**config.mk**
```make
export PLATFORM = sky130hd
export DESIGN_NAME = digit_disp_sched
export DESIGN_NICKNAME = d
export VERILOG_FILES = /design/src/rtl/disp_pkg.sv /design/src/rtl/tick_divider.sv /design/src/rtl/digit_disp_sched.sv
export SDC_FILE = /design/constraint.sdc
export NUM_CORES = 1
export LEC_CHECK = 0
export ABC_AREA = 1
export CAP_MARGIN = 25
export CORE_AREA = 2 2 93 95
export CTS_CLUSTER_DIAMETER = 60
export CTS_CLUSTER_SIZE = 10
export DETAILED_ROUTE_END_ITERATION = 6
export DIE_AREA = 0 0 95 97
export PLACE_DENSITY = 0.85
export SLEW_MARGIN = 20
export SYNTH_ARGS = -nofsm -noshare
export SYNTH_HDL_FRONTEND = slang
export SYNTH_SLANG_ARGS = --single-unit
```
**constraint.sdc**
```tcl
create_clock -name clk -period 1.7 [get_ports clk]
set_clock_uncertainty 0.15 [all_clocks]
set_input_delay 0.17 -clock clk [delete_from_list [all_inputs] [get_ports clk]]
set_output_delay 0.17 -clock clk [all_outputs]
set_load 0.02 [all_outputs]
```
**src/rtl/disp_pkg.sv**
```systemverilog
// Shared types and constants for the digit display scheduler.
// Holds the state encoding, display word width and default divider settings.
package disp_pkg;

    localparam int DISP_W         = 16;
    localparam int SCAN_DIV_DEF   = 50000;
    localparam int FRESH_DIV_DEF  = 100;
    localparam int HOLD_FRESH_DEF = 8;

    typedef enum logic {
        SHOW_MEAS = 1'b0,
        SHOW_SET  = 1'b1
    } disp_state_e;

    // A counter for a modulus of 1 still needs one bit of storage.
    function automatic int cnt_w(input int modulus);
        return (modulus > 1) ? $clog2(modulus) : 1;
    endfunction

endpackage

```
**src/rtl/tick_divider.sv**
```systemverilog
// Modulo-DIV event counter; tick is high while en is high and the count is DIV-1.
// The strobe is combinational so cascaded dividers stay aligned to the same cycle.
module tick_divider
    import disp_pkg::*;
#(
    parameter int DIV = SCAN_DIV_DEF
) (
    input  logic clk,
    input  logic rst,
    input  logic en,
    output logic tick
);

    localparam int              CW   = cnt_w(DIV);
    localparam logic [CW-1:0]   LAST = CW'(DIV - 1);

    logic [CW-1:0] cnt_q, cnt_d;

    assign tick = en && (cnt_q == LAST);

    always_comb begin
        cnt_d = cnt_q;
        if (en) begin
            cnt_d = (cnt_q == LAST) ? '0 : cnt_q + 1'b1;
        end
    end

    always_ff @(posedge clk) begin
        if (rst) cnt_q <= '0;
        else     cnt_q <= cnt_d;
    end

endmodule

```
**src/rtl/digit_disp_sched.sv**
```systemverilog
// Display scheduler: scan/refresh strobes plus arbitration between the latest
// measurement and a user setting that temporarily takes over the display.
module digit_disp_sched
    import disp_pkg::*;
#(
    parameter int SCAN_DIV   = SCAN_DIV_DEF,
    parameter int FRESH_DIV  = FRESH_DIV_DEF,
    parameter int HOLD_FRESH = HOLD_FRESH_DEF
) (
    input  logic              clk,
    input  logic              rst,
    input  logic              meas_valid,
    input  logic [DISP_W-1:0] meas_data,
    output logic              meas_ready,
    input  logic              set_valid,
    input  logic [DISP_W-1:0] set_data,
    output logic              set_ready,
    output logic [DISP_W-1:0] disp_data,
    output logic              src_sel,
    output logic              scan_tick,
    output logic              fresh_tick
);

    localparam int            HW        = cnt_w(HOLD_FRESH);
    localparam logic [HW-1:0] HOLD_LAST = HW'(HOLD_FRESH - 1);

    logic scan_pre, fresh_pre;

    // The refresh divider counts the scan strobe ahead of its output register,
    // so the registered scan_tick and fresh_tick pulse in the same cycle.
    tick_divider #(.DIV(SCAN_DIV)) u_scan_div (
        .clk (clk), .rst (rst), .en (1'b1), .tick (scan_pre)
    );
    tick_divider #(.DIV(FRESH_DIV)) u_fresh_div (
        .clk (clk), .rst (rst), .en (scan_pre), .tick (fresh_pre)
    );

    logic              scan_tick_q, scan_tick_d, fresh_tick_q, fresh_tick_d;
    logic              alive_q, alive_d;
    logic              meas_full_q, meas_full_d, set_full_q, set_full_d;
    logic [DISP_W-1:0] meas_buf_q, meas_buf_d, set_buf_q, set_buf_d;
    logic [DISP_W-1:0] last_meas_q, last_meas_d, disp_q, disp_d, lm;
    logic [HW-1:0]     hold_q, hold_d;
    disp_state_e       state_q, state_d;
    logic              meas_take, set_take;

    // alive_q keeps both ready outputs low for the first cycle out of reset.
    assign meas_ready = alive_q & ~meas_full_q;
    assign set_ready  = alive_q & ~set_full_q;
    assign meas_take  = meas_valid & meas_ready;
    assign set_take   = set_valid & set_ready;
    assign disp_data  = disp_q;
    assign src_sel    = (state_q == SHOW_SET);
    assign scan_tick  = scan_tick_q;
    assign fresh_tick = fresh_tick_q;

    always_comb begin
        scan_tick_d  = scan_pre;
        fresh_tick_d = fresh_pre;
        alive_d      = 1'b1;
        meas_full_d  = meas_full_q;
        meas_buf_d   = meas_buf_q;
        set_full_d   = set_full_q;
        set_buf_d    = set_buf_q;
        last_meas_d  = last_meas_q;
        disp_d       = disp_q;
        hold_d       = hold_q;
        state_d      = state_q;
        lm           = last_meas_q;

        if (fresh_tick_q) begin
            case (state_q)
                SHOW_MEAS: begin
                    if (set_full_q) begin
                        state_d    = SHOW_SET;
                        disp_d     = set_buf_q;
                        set_full_d = 1'b0;
                        hold_d     = HOLD_LAST;
                    end else if (meas_full_q) begin
                        disp_d      = meas_buf_q;
                        last_meas_d = meas_buf_q;
                        meas_full_d = 1'b0;
                    end
                end
                SHOW_SET: begin
                    // Measurements keep draining into the shadow while a setting is shown.
                    if (meas_full_q) begin
                        lm          = meas_buf_q;
                        last_meas_d = meas_buf_q;
                        meas_full_d = 1'b0;
                    end
                    if (set_full_q) begin
                        disp_d     = set_buf_q;
                        set_full_d = 1'b0;
                        hold_d     = HOLD_LAST;
                    end else if (hold_q == '0) begin
                        state_d = SHOW_MEAS;
                        disp_d  = lm;
                    end else begin
                        hold_d = hold_q - 1'b1;
                    end
                end
                default: ;
            endcase
        end

        if (meas_take) begin
            meas_full_d = 1'b1;
            meas_buf_d  = meas_data;
        end
        if (set_take) begin
            set_full_d = 1'b1;
            set_buf_d  = set_data;
        end
    end

    always_ff @(posedge clk) begin
        if (rst) begin
            scan_tick_q  <= 1'b0;
            fresh_tick_q <= 1'b0;
            alive_q      <= 1'b0;
            meas_full_q  <= 1'b0;
            meas_buf_q   <= '0;
            set_full_q   <= 1'b0;
            set_buf_q    <= '0;
            last_meas_q  <= '0;
            disp_q       <= '0;
            hold_q       <= '0;
            state_q      <= SHOW_MEAS;
        end else begin
            scan_tick_q  <= scan_tick_d;
            fresh_tick_q <= fresh_tick_d;
            alive_q      <= alive_d;
            meas_full_q  <= meas_full_d;
            meas_buf_q   <= meas_buf_d;
            set_full_q   <= set_full_d;
            set_buf_q    <= set_buf_d;
            last_meas_q  <= last_meas_d;
            disp_q       <= disp_d;
            hold_q       <= hold_d;
            state_q      <= state_d;
        end
    end

endmodule
```
==> Yosys cells after proc, flatten, opt, wreduce, memory -nomap -nowiden <==
Index checks and enable logic that the tools add are counted.
{ "op_classes": {"n_reduce_logical": 9, "eq_ne": 8, "muxes": 24, "bitwise": 7, "add_sub_neg": 3} }
{ "ops": {"columns": ["op", "n"], "rows": [
  ["two-way mux 16 bit", 6],
  ["one-hot mux 16 bit (2 select lines)", 2],
  ["adder 16 x 1 -> 16 bit, second input constant", 1],
  ["equality test 16 bit, second input constant", 1],
  ["two-way mux 1 bit", 9],
  ["two-way mux 3 bit", 3],
  ["inequality test 3 bit, second input constant", 3],
  ["adder 7 x 1 -> 7 bit, second input constant", 1],
  ["equality test 7 bit, second input constant", 1],
  ["two-way mux 7 bit", 1],
  ["one-hot mux 3 bit (2 select lines)", 1],
  ["AND reduction 3 bit", 2],
  ["bitwise AND 1 bit", 4],
  ["inequality test 2 bit, second input constant", 2],
  ["one-hot mux 1 bit (2 select lines)", 2],
  ["AND reduction 2 bit", 2],
  ["nonzero test 2 bit", 2],
  ["zero test 3 bit", 1],
  ["inequality test 3 x 2 -> 1 bit, second input constant", 1],
  ["inverter 1 bit", 3],
  ["subtractor 3 x 1 -> 3 bit, second input constant", 1],
  ["OR reduction 2 bit", 1],
  ["logical AND 1 bit", 1]
]} }
{ "totals": {"ff_bits": 96, "output_inout_bits": 21, "word_cells": 64} }

==> Longest topological paths before layout <==
Gate-level depths: netlist of run 1.
{ "logic_depth": {"ltp_word": 5, "depth_mapped": 9} }

==> Cells and area by module <==
From an unflattened synthesis of run 1, not the netlist that was laid out.
{ "unflattened": {"hier_cells": 669, "area_unflattened_um2": 4588.2} }
{ "by_module_without_submodules": {"columns": ["mod", "area_per_inst_um2", "cells_per_inst", "instances"], "rows": [
  ["digit_disp_sched", 3339.5, 492, 1],
  ["tick_divider at u_scan_div", 867.1, 124, 1],
  ["tick_divider at u_fresh_div", 381.6, 53, 1]
]} }

==> Worst setup path after synthesis of run 1 <==
OpenSTA, ideal clock, no wires.
{ "synth_path": {"kind": "reg2reg", "from": "register state_q (netlist: src_sel)", "to": "register disp_q[14] (netlist: disp_data[14])", "stages_incl_launch_ff": 9, "t_arrival_ns": 1.211, "required_ns": 1.433, "setup_ns": 0.117, "path_slack_ns": 0.222, "n_path_buf": 1, "cell_sequence": "dfxtp_1 > inv_2 > nor2_4 > nand2_1 > nand3_4 > buf_6 > nand2_1 > nand2_1 > nor2_1"} }
{ "synth_between": {"elab_chain_cells": 3, "word_cells_on_any_way": 5, "classes_between": "eq/ne: 2; mux: 1; bitwise: 1; reduce/logical: 1"} }
{ "synth_rtl": {"columns": ["element", "line", "source"], "rows": [
  ["start, declared", "digit_disp_sched.sv:44", "disp_state_e state_q, state_d;"],
  ["start signal, assigned", "digit_disp_sched.sv:141", "state_q <= state_d;"],
  ["inverter 1 bit", null, null],
  ["inequality test 3 bit (no source line)", null, null],
  ["AND reduction 3 bit (no source line)", null, null],
  ["end signal, assigned", "digit_disp_sched.sv:139", "disp_q <= disp_d;"],
  ["end, declared", "digit_disp_sched.sv:42", "logic [DISP_W-1:0] last_meas_q, last_meas_d, disp_q, disp_d, lm;"]
]} }
Several ways; a longest one is shown, not always the timed one.
A chain may end at the register's enable or synchronous reset.

==> Worst setup path in the final report of run 1 <==
{ "layout_path": {"from": "register disp_q[2] (netlist: disp_data[2])", "to": "output port disp_data[2]"} }
{ "layout_rtl": {"columns": ["element", "line", "source"], "rows": [
  ["end, declared", "digit_disp_sched.sv:18", "output logic [DISP_W-1:0] disp_data,"]
]} }
No word-level cell between the ends.

==> parameters.txt, run 1 <==
Parameter                              Value

Global route
  Via count of the first global-routing pass ... 3946
  Total track usage ... 0.238
  Total congestion overflow after global routing ... 0
  Global-route wire length before repair ... 17600 um
  GR Layer Usage met3 ... 0.0561
  Number of antenna violations at the first check in global routing ... 0
  Most Used Layer, Global Route ... met2
  Routing usage on met1 ... 0.308
  Maximum number of pins on one net before global-route repair ... 35
  Met2 track demand over resource ... 0.390

Finish
  Net count of the finished layout ... 744
  Most frequent standard cell in the layout excluding fill and tap cells ... nand2_1
  Fraction of layout instances using a drive strength above 1 ... 0.0917
  Final-layout fill cell count ... 677
  Seq. cell area ... 1930 um^2
  Commonest cells after routing, fill and taps aside ... nand2_1 (168), nor2_1 (92), dfxtp_1 (92)
  Multi-input gate area ... 2130 um^2
  Post-route cell area ... 5380 um^2
  Layout area overhead ... 20.8%
  Ant. Diodes ... 0

Power and ir drop
  Largest voltage drop on the vdd net ... 0.515 mV
  Leakage power of the design ... 2.30 nW
  Pwr Density ... 778 nW/um^2
  Power consumption ... 4.18 mW

Yosys
  Top cells by area in the synthesized netlist ... dfxtp_1 (43%), nand2_1 (14%), nor2_1 (7.8%)
  Area share of the largest cell type after synthesis ... 0.432
  Sequential fraction of the synthesis area ... 0.432
  Post-synth top area cell ... dfxtp_1
  Syn. warnings ... 0
  Avg Inst Size Synth ... 6.87 um^2
  Library cells used by synthesis ... 30
  Gate count of the mapped netlist ... 648
  Flops & latches, synth ... 96
  Total standard cell area after synthesis ... 4450 um^2
  Synthesized net count ... 688

Floorplan
  Starting utilization of the core area ... 0.547
  Horizontal extent of the die ... 95 um
  Vertical extent of the die ... 97 um
  Core outline area ... 8130 um^2
  Number of placement rows ... 33
  I/O pins ... 57
  Floorplan die area ... 9220 um^2

Critical path
  Standard cell with the maximum stage delay on the critical path ... clkdlybuf4s50_1
  Class of the most critical setup path ... reg -> out
  R2r worst-path depth ... 8
  Data required time of the worst path ... 1380 ps
  Series of cell instances along the critical path ... clkdlybuf4s50_1
  Kind of cell with the highest combined delay on the critical path ... buffers and inverters
  Slowest stage delay, CP ... 630 ps
  Worst setup SP type ... flip-flop
  Largest fanout on the critical path ... 2
  Logic depth of the worst path, buffers included ... 1
  Count of buffer and inverter cells on the critical path ... 1
  Worst endpoint data arrival time ... 1340 ps
  Worst Setup End Kind ... output port

CTS
  Clk Latency, worst-skew pair ... 370 ps
  Clock buffers created by TritonCTS ... 9
  Max clock buf depth ... 2
  Number of levels the H-tree was split into ... 3
  CTS Root Cell ... clkbuf_8
  Clock slew at the register clock pins of the worst setup and hold paths ... 90 ps
  Clock tree from TritonCTS ... built
  Sink count of the clock tree ... 96

Place
  Placed instance area ... 5130 um^2
  Final HPWL from detailed placement ... 7470 um
  Routability congestion estimate ... 0.846
  Buffers on Ports ... 56
  Pre-CTS worst setup slack ... 55.9 ps

Hold path
  Hold crit path type ... in -> reg
  Hold path depth ... 3

Routing
  Detailed-route vias per instance ... 5.27
  First-pass iteration count of the detailed router ... 5
  Number of vias in the routed layout ... 4290
  Number of nets with antenna violations after routing ... 0
  Drt total wl ... 10700 um
  Average wire length per cell after detail routing ... 13.1 um
  DRC marker count from the first detailed-route iteration ... 286
  Drc violations ... 0

Flow run
  Max-cap viol count ... 0

Timing
  Tightest Pin Transition ... 362 ps
  Highest achievable clock rate ... 0.602 GHz
  Crit path time final ... 1660 ps
  Number of max-slew violations in the final report ... 0
  Count of final setup violators ... 0
  Worst slew margin relative to its limit ... 0.759
  Crit share post-route ... 0.977
  Final Hold Fails ... 0
  Worst Slack Setup Final ... 39.1 ps

Outcome
  Status ... complete, no violations
-- cells by family after synthesis --
| family | Yosys count | share of synthesized area |
|---|---|---|
| AO/OA/AOI/OAI | 102 | 0.118 |
| XOR/XNOR | 8 | 0.0157 |
| adder cells (fa/ha/maj) | 4 | 0.0112 |
| buffers and inverters | 97 | 0.0981 |
| flip-flops | 96 | 0.432 |
| AND/OR/NAND/NOR | 341 | 0.325 |
-- cells in the mapped netlist (all sizes together) --
cell and instances:
ha 4, xor2 6, nor2 99, nand3b 1, clkbuf 8, buf 23
inv 65, o21bai 1, o21ai 40, dfxtp 96, nand4 5, nand3 46
a21oi 61, nor3 14, or2 2, nand2 174, clkinv 1, xnor2 2
-- through the flow --
step / setup TNS, ps / cells / hold WS [ps] / util
floorplan: 0 / 648 / 184 / -
global placement: 0 / 796 / 277 / 0.630
detailed placement: 0 / 796 / 292 / 0.630
CTS: 0 / 812 / 219 / 0.653
global route: -13.5 / 814 / 223 / 0.661
finish: 0 / 814 / 226 / 0.661
-- metal layers --
layer / wire (um) / part of all wire
met1: 4610 / 0.43
met2: 5180 / 0.49
met3: 680 / 0.064
met4: 207 / 0.019
met5: 0 / 0
-- power by group --
part,switching (mW),internal (mW)
sequential,0.0334,2.30
clock,0.780,0.676
combinational,0.220,0.173
-- path summary, 6_finish.rpt --
check / from / to / slack (ps)
min: set_data[14] / set_buf_q[14] / 230
max reg2reg: hold_q[0] / disp_data[2] / 100
max: disp_data[2] / disp_data[2] / 40
min reg2reg: u_scan_div.cnt_q[0] / u_scan_div.cnt_q[0] / 290
-- cell type report --
cell class                      count  area share
Clock buffer                       10      0.0237
Multi-Input combinational cell    456       0.396
Sequential cell                    96       0.358
Inverter                           66      0.0461
Clock inverter                      6      0.0109
Timing Repair Buffer               75       0.140
Tap cell                          105      0.0244
-- flip-flops by register name (all words and copies together) (netlist names) --
name and count:
set_buf_q 16, fresh_tick 1, last_meas_q 16, alive_q 1
u_fresh_div.cnt_q 7, src_sel 1, u_scan_div.cnt_q 16, hold_q 3
meas_full_q 1, set_full_q 1, meas_buf_q 16, scan_tick 1
disp_data 16
-- what timing repair did --
item / in CTS / in global routing
setup endpoints to repair: 4 / 51
gates resized for setup: 6 / 16
pin swaps: 0 / 1
hold buffers: 0 / 0
buffers inserted: 0 / 1
gates cloned: 0 / 1
Power figures use the tool's default switching activity.
==> inputs of run 2 (changes only) <==
- CORE_AREA: 2 2 93 95 -> 2 2 131 69
- DIE_AREA: 0 0 95 97 -> 0 0 133 71
- DONT_BUFFER_PORTS: unset -> 1
- PLACE_DENSITY: 0.85 -> 0.75
==> run 2 against run 1 <==
Cell count down 0.98%; hold slack worse by 190 ps; largest power group unchanged; sequential power about the same; worst setup slack worse by 5.3 ps; cell area up 0.72%; maximum frequency down 0.32%; core utilization down 1.5 points; combinational power down 4%; via count down 1.5%; largest cell class unchanged.
==> parameters.txt, run 2 (synthesis results as in run 1) <==
Parameter                              Value

Critical path
  Worst setup SP type ... flip-flop
  Standard cell with the maximum stage delay on the critical path ... dfxtp_1
  Series of cell instances along the critical path ... buf_4 > nor2_2 > nand2_1 > buf_4 > o21ai_0 > a21oi_1
  Worst endpoint data arrival time ... 1730 ps (+390 ps)
  Slowest stage delay, CP ... 350 ps (-280 ps)
  Startpoint of the worst-slack reg-to-reg timing path ... meas_full_q
  Cell mode on critical path ... buf_4
  Largest fanout on the critical path ... 30 (+28)
  Class of the most critical setup path ... reg -> reg
  Count of buffer and inverter cells on the critical path ... 2 (+1)
  Reg2Reg Capture Point ... meas_buf_q[3]
  R2r worst-path depth ... 6 (-2)
  Worst reg2reg setup slack ... 30 ps (-70 ps)
  Worst Setup End Kind ... flip-flop
  Data required time of the worst path ... 1760 ps (+380 ps)
  Kind of cell with the highest combined delay on the critical path ... buffers and inverters

Finish
  Ant. Diodes ... 0 (unchanged)
  Most frequent standard cell in the layout excluding fill and tap cells ... nand2_1
  Fraction of layout instances using a drive strength above 1 ... 0.100 (+0.00847)
  Final Non-Filler Cells ... 806 (-0.98%)
  Net count of the finished layout ... 724 (-2.7%)
  Layout area overhead ... 21.6%
  Final standard cell utilization of the core ... 0.646 (-0.0146)
  Commonest cells after routing, fill and taps aside ... nand2_1 (168), dfxtp_1 (95), nor2_1 (92)
  Post-route cell area ... 5410 um^2 (+0.72%)

CTS
  Clock tree from TritonCTS ... built
  Clk Latency, worst-skew pair ... 350 ps (-20 ps)
  Clock slew at the register clock pins of the worst setup and hold paths ... 60 ps (-30 ps)
  Number of levels the H-tree was split into ... 3 (unchanged)
  CTS Root Cell ... clkbuf_16
  Clock buffers created by TritonCTS ... 9 (unchanged)
  Max clock buf depth ... 2 (unchanged)
  Sink count of the clock tree ... 96 (unchanged)

Global route
  Met2 track demand over resource ... 0.356 (-0.0337)
  Total congestion overflow after global routing ... 0 (unchanged)
  Routing usage on met1 ... 0.374 (+0.0652)
  Total track usage ... 0.253 (+0.0157)
  Maximum number of pins on one net before global-route repair ... 35 (unchanged)
  Global-route wire length before repair ... 18500 um (+5.2%)
  Via count of the first global-routing pass ... 3727 (-5.5%)
  Most Used Layer, Global Route ... met1
  Number of antenna violations at the first check in global routing ... 0 (unchanged)
  GR Layer Usage met3 ... 0.0817 (+0.0256)

Routing
  DRC marker count from the first detailed-route iteration ... 468 (+64%)
  Number of vias in the routed layout ... 4226 (-1.5%)
  Detailed-route vias per instance ... 5.24 (-0.51%)
  Number of nets with antenna violations after routing ... 0 (unchanged)
  Average wire length per cell after detail routing ... 14.7 um (+12%)
  Drc violations ... 0 (unchanged)
  Drt total wl ... 11800 um (+11%)
  First-pass iteration count of the detailed router ... 5 (unchanged)

Timing
  Number of max-slew violations in the final report ... 0 (unchanged)
  Final Hold Fails ... 0 (unchanged)
  Worst Slack Setup Final ... 33.8 ps (-5.34 ps)
  Unrepaired setup endpoints after global routing ... yes
  Highest achievable clock rate ... 0.600 GHz (-0.32%)
  Worst slew margin relative to its limit ... 0.609 (-0.150)
  Count of final setup violators ... 0 (unchanged)
  Crit share post-route ... 0.980 (+0.00314)
  Crit path time final ... 1670 ps (+5.34 ps)
  Tightest Pin Transition ... 585 ps (+223 ps)

Floorplan
  Vertical extent of the die ... 71 um (-27%)
  I/O pins ... 57 (unchanged)
  Horizontal extent of the die ... 133 um (+40%)
  Floorplan die area ... 9440 um^2 (+2.5%)
  Number of placement rows ... 24 (-27%)
  Core outline area ... 8380 um^2 (+3.0%)
  Starting utilization of the core area ... 0.531 (-0.0159)

Power and ir drop
  Leakage power of the design ... 2.28 nW (-0.71%)
  Largest voltage drop on the vdd net ... 0.639 mV (+24%)
  Power consumption ... 5.03 mW (+20%)
  Pwr Density ... 929 nW/um^2 (+19%)

Place
  Routability congestion estimate ... 0.942 (+11%)
  Cell Count Post-Placement ... 750 (-5.8%)
  Buffers on Ports ... 0 (-100%)
  Final HPWL from detailed placement ... 7910 um (+6.0%)
  Placed instance area ... 4550 um^2 (-11%)
  Pre-CTS worst setup slack ... -49.4 ps (-105 ps)

Flow run
  Max-cap viol count ... 0 (unchanged)

Hold path
  Worst min-delay path startpoint ... meas_data[3]
  End point of the worst hold path ... meas_buf_q[3]
  Hold crit path type ... in -> reg
  Hold path depth ... 2 (-1)

Outcome
  Status ... complete, no violations
==> run 2: cell count changes in the layout (fill, tap and decap cells not counted), sizes merged <==
cell / change
buf: -1
nand3: +1
clkdlybuf4s50: -48
dlymetal6s2s: -4
dlygate4sd3: +34
bufinv: +2
inv: -1
clkinv: -2
clkbuf: +3
dlygate4sd2: -4
==> run 2: what timing repair did <==
item                       4_1_cts  5_1_grt
setup endpoints to repair        4       53
hold buffers                    35        0
gates cloned                     1        3
buffers inserted                 1        0
pin swaps                        1        1
gates resized for setup          1       17
hold endpoints to repair        46        0
==> run 2: power breakdown <==
| part | internal, mW | switching [mW] |
|---|---|---|
| Clock | 1.48 | 0.839 |
| Combinational | 0.147 | 0.229 |
| Sequential | 2.30 | 0.0355 |
==> run 2: through the flow <==
step	hold slack [ps]	TNS [ps]
6_report	31.0	0
5_1_grt	11.1	-21.3
4_1_cts	15.4	0
3_5_place_dp	93.9	-53.9
3_3_place_gp	92.3	0
2_1_floorplan	184	0
==> run 2: worst max-delay path by stage <==
stage | from | to | slack, ps | depth (start not counted)
floorplan | src_sel | disp_data[14] | 220 | 8
global placement | hold_q[0] | disp_data[14] | 50 | 8
detailed placement | hold_q[0] | disp_data[14] | -50 | 8
CTS | hold_q[0] | disp_data[14] | 7 | 8
global route | hold_q[0] | disp_data[7] | -10 | 7
finish | meas_full_q | meas_buf_q[3] | 30 | 6
==> run 2: area by class of cell <==
cell class,count,area (um^2)
clock buffer,11,243
clock inverter,5,104
sequential,96,1920
multi-input combinational,457,2180
tap,117,146
inverter,66,248
timing repair buffer,54,571
fill,738,2960
==> run 2: layer usage <==
metal  up-vias  share of wire  wire length [um]
li1       2117              -                 -
met5         -              0                 0
met1      1914           0.49              5740
met4         0          0.010               120
met3        12           0.10              1210
met2       183           0.40              4740
==> inputs of run 3 (changes only) <==
- CELL_PAD_IN_SITES_DETAIL_PLACEMENT: unset -> 0
- CELL_PAD_IN_SITES_GLOBAL_PLACEMENT: unset -> 1
- CORE_AREA: 2 2 131 69 -> 2 2 144 76
- CTS_CLUSTER_DIAMETER: 60 -> unset
- DIE_AREA: 0 0 133 71 -> 0 0 146 78
- PLACE_DENSITY: 0.75 -> 0.83
==> run 3 against run 2 <==
Power fell by 9.8%; flip-flop and latch count unchanged; maximum frequency up 3.0%; critical path type unchanged.
==> parameters.txt, run 3 (synthesis results as in run 1) <==
Parameter                              Value

Place
  Pre-CTS worst setup slack ... 9.50 ps (+58.9 ps)
  Buffers on Ports ... 0 (unchanged)
  Placed instance area ... 4580 um^2 (+0.63%)
  Routability congestion estimate ... 0.784 (-17%)
  Final HPWL from detailed placement ... 6930 um (-12%)

CTS
  CTS Root Cell ... clkbuf_16
  Number of levels the H-tree was split into ... 3 (unchanged)
  Clock tree from TritonCTS ... built
  Clk Latency, worst-skew pair ... 340 ps (about the same)
  Max clock buf depth ... 2 (unchanged)
  Clock buffers created by TritonCTS ... 9 (unchanged)
  Clock slew at the register clock pins of the worst setup and hold paths ... 60 ps (about the same)
  Sink count of the clock tree ... 96 (unchanged)

Floorplan
  Vertical extent of the die ... 78 um (+9.9%)
  Core outline area ... 10000 um^2 (+20%)
  Floorplan die area ... 11400 um^2 (+21%)
  Starting utilization of the core area ... 0.444 (-0.0870)
  Number of placement rows ... 26 (+8.3%)
  I/O pins ... 57 (unchanged)
  Horizontal extent of the die ... 146 um (+9.8%)

Power and ir drop
  Leakage power of the design ... 2.19 nW (-3.8%)
  Largest voltage drop on the vdd net ... 0.480 mV (-25%)
  Power consumption ... 4.54 mW (-9.8%)
  Pwr Density ... 855 nW/um^2 (-8.0%)

Finish
  Post-route cell area ... 5310 um^2 (-1.9%)
  Fraction of layout instances using a drive strength above 1 ... 0.0900 (-0.0102)
  Ant. Diodes ... 0 (unchanged)
  Most frequent standard cell in the layout excluding fill and tap cells ... nand2_1
  Layout area overhead ... 19.3%
  Net count of the finished layout ... 725 (+0.14%)
  Commonest cells after routing, fill and taps aside ... nand2_1 (169), dfxtp_1 (94), nor2_1 (92)
  Final-layout fill cell count ... 1039 (+41%)

Routing
  First-pass iteration count of the detailed router ... 5 (unchanged)
  Average wire length per cell after detail routing ... 12.8 um (-13%)
  Drt total wl ... 10600 um (-10%)
  Number of nets with antenna violations after routing ... 0 (unchanged)
  Number of vias in the routed layout ... 4030 (-4.6%)
  DRC marker count from the first detailed-route iteration ... 248 (-47%)
  Detailed-route vias per instance ... 4.86 (-7.3%)
  Drc violations ... 0 (unchanged)

Timing
  Highest achievable clock rate ... 0.618 GHz (+3.0%)
  Crit path time final ... 1620 ps (-47.8 ps)
  Final-layout setup total negative slack ... 0 ps (unchanged)
  Crit share post-route ... 0.952 (-0.0281)
  Number of max-slew violations in the final report ... 0 (unchanged)
  Worst Slack Setup Final ... 81.6 ps (+47.8 ps)
  Tightest Pin Transition ... 655 ps (+70.4 ps)
  Worst slew margin relative to its limit ... 0.562 (-0.0471)
  Final Hold Fails ... 0 (unchanged)
  Count of final setup violators ... 0 (unchanged)

Global route
  Total track usage ... 0.194 (-0.0593)
  Maximum number of pins on one net before global-route repair ... 35 (unchanged)
  Global-route wire length before repair ... 17700 um (-4.6%)
  Number of antenna violations at the first check in global routing ... 1 (+1)
  Via count of the first global-routing pass ... 3754 (+0.72%)
  Total congestion overflow after global routing ... 0 (unchanged)

Critical path
  Series of cell instances along the critical path ... inv_2 > nor2_4 > buf_6 > nand3_1 > dlygate4sd3_1 > a21oi_1
  Worst setup SP type ... flip-flop
  Worst endpoint data arrival time ... 1740 ps (about the same)
  Startpoint of the worst-slack reg-to-reg timing path ... alive_q
  Class of the most critical setup path ... reg -> reg
  Kind of cell with the highest combined delay on the critical path ... buffers and inverters
  Slowest stage delay, CP ... 560 ps (+210 ps)
  Launch point of the critical path ... alive_q
  Worst Setup End Kind ... flip-flop
  Largest fanout on the critical path ... 4 (-87%)
  Data required time of the worst path ... 1830 ps (+70 ps)
  Standard cell with the maximum stage delay on the critical path ... dlygate4sd3_1
  Count of buffer and inverter cells on the critical path ... 3 (+1)

Flow run
  Max-cap viol count ... 0 (unchanged)

Outcome
  Status ... complete, no violations

Hold path
  Hold crit path type ... in -> reg
  Worst min-delay path startpoint ... meas_valid
## run 3: cell type report
class | instances | area [um^2] | area share
clock buffers | 11 | 233 | 0.0438
inverters | 66 | 248 | 0.0467
repair buffers | 55 | 546 | 0.103
multi-input cells | 457 | 2160 | 0.407
flip-flops and latches | 96 | 1920 | 0.362
well taps | 140 | 175 | 0.0330
clock inverters | 4 | 22.5 | 0.00424
## run 3: routing by layer
metal	up-vias	wire, um	global-route usage	share of wire
li1	2124	-	-	-
met1	1833	5080	0.243	0.48
met2	58	4920	0.323	0.46
met3	13	416	0.0535	0.039
met4	2	174	0.0699	0.016
met5	-	16	0	0.0015
## run 3: worst reg2reg max path, cell delays in order, from the launching register on
cell and delay [ps]:
dfxtp_1 320, inv_2 70, nor2_4 120, buf_6 130, nand3_1 70, dlygate4sd3_1 560, a21oi_1 130
## run 3: final timing paths
kind / to / depth (start not counted) / slack (ps)
worst max-delay path: meas_buf_q[15] / 6 / 80
worst min-delay path: meas_buf_q[15] / 4 / 110
worst max register to register: meas_buf_q[15] / 6 / 80
worst min register to register: hold_q[0] / 1 / 300
## run 3: per-stage QoR
| step | std cells | utilization | hold slack [ps] |
|---|---|---|---|
| finish | 829 | 0.530 | 113 |
| global route | 829 | 0.530 | 134 |
| CTS | 827 | 0.522 | 109 |
| detailed placement | 773 | 0.457 | 93.5 |
| global placement | 773 | 0.457 | 92.4 |
| floorplan | 648 | - | 184 |
## run 3: where the power goes
group | total, mW | internal, mW | switching (mW)
logic | 0.381 | 0.161 | 0.221
clock network | 1.82 | 0.977 | 0.844
registers | 2.34 | 2.30 | 0.0329
## run 3: repair_timing
item | in CTS | in global routing
setup endpoints to repair | 2 | 54
hold buffers | 36 | 0
pin swaps | 1 | 4
cloned | 0 | 2
resized for setup | 1 | 14
buffers inserted | 3 | 0
hold endpoints to repair | 47 | 0
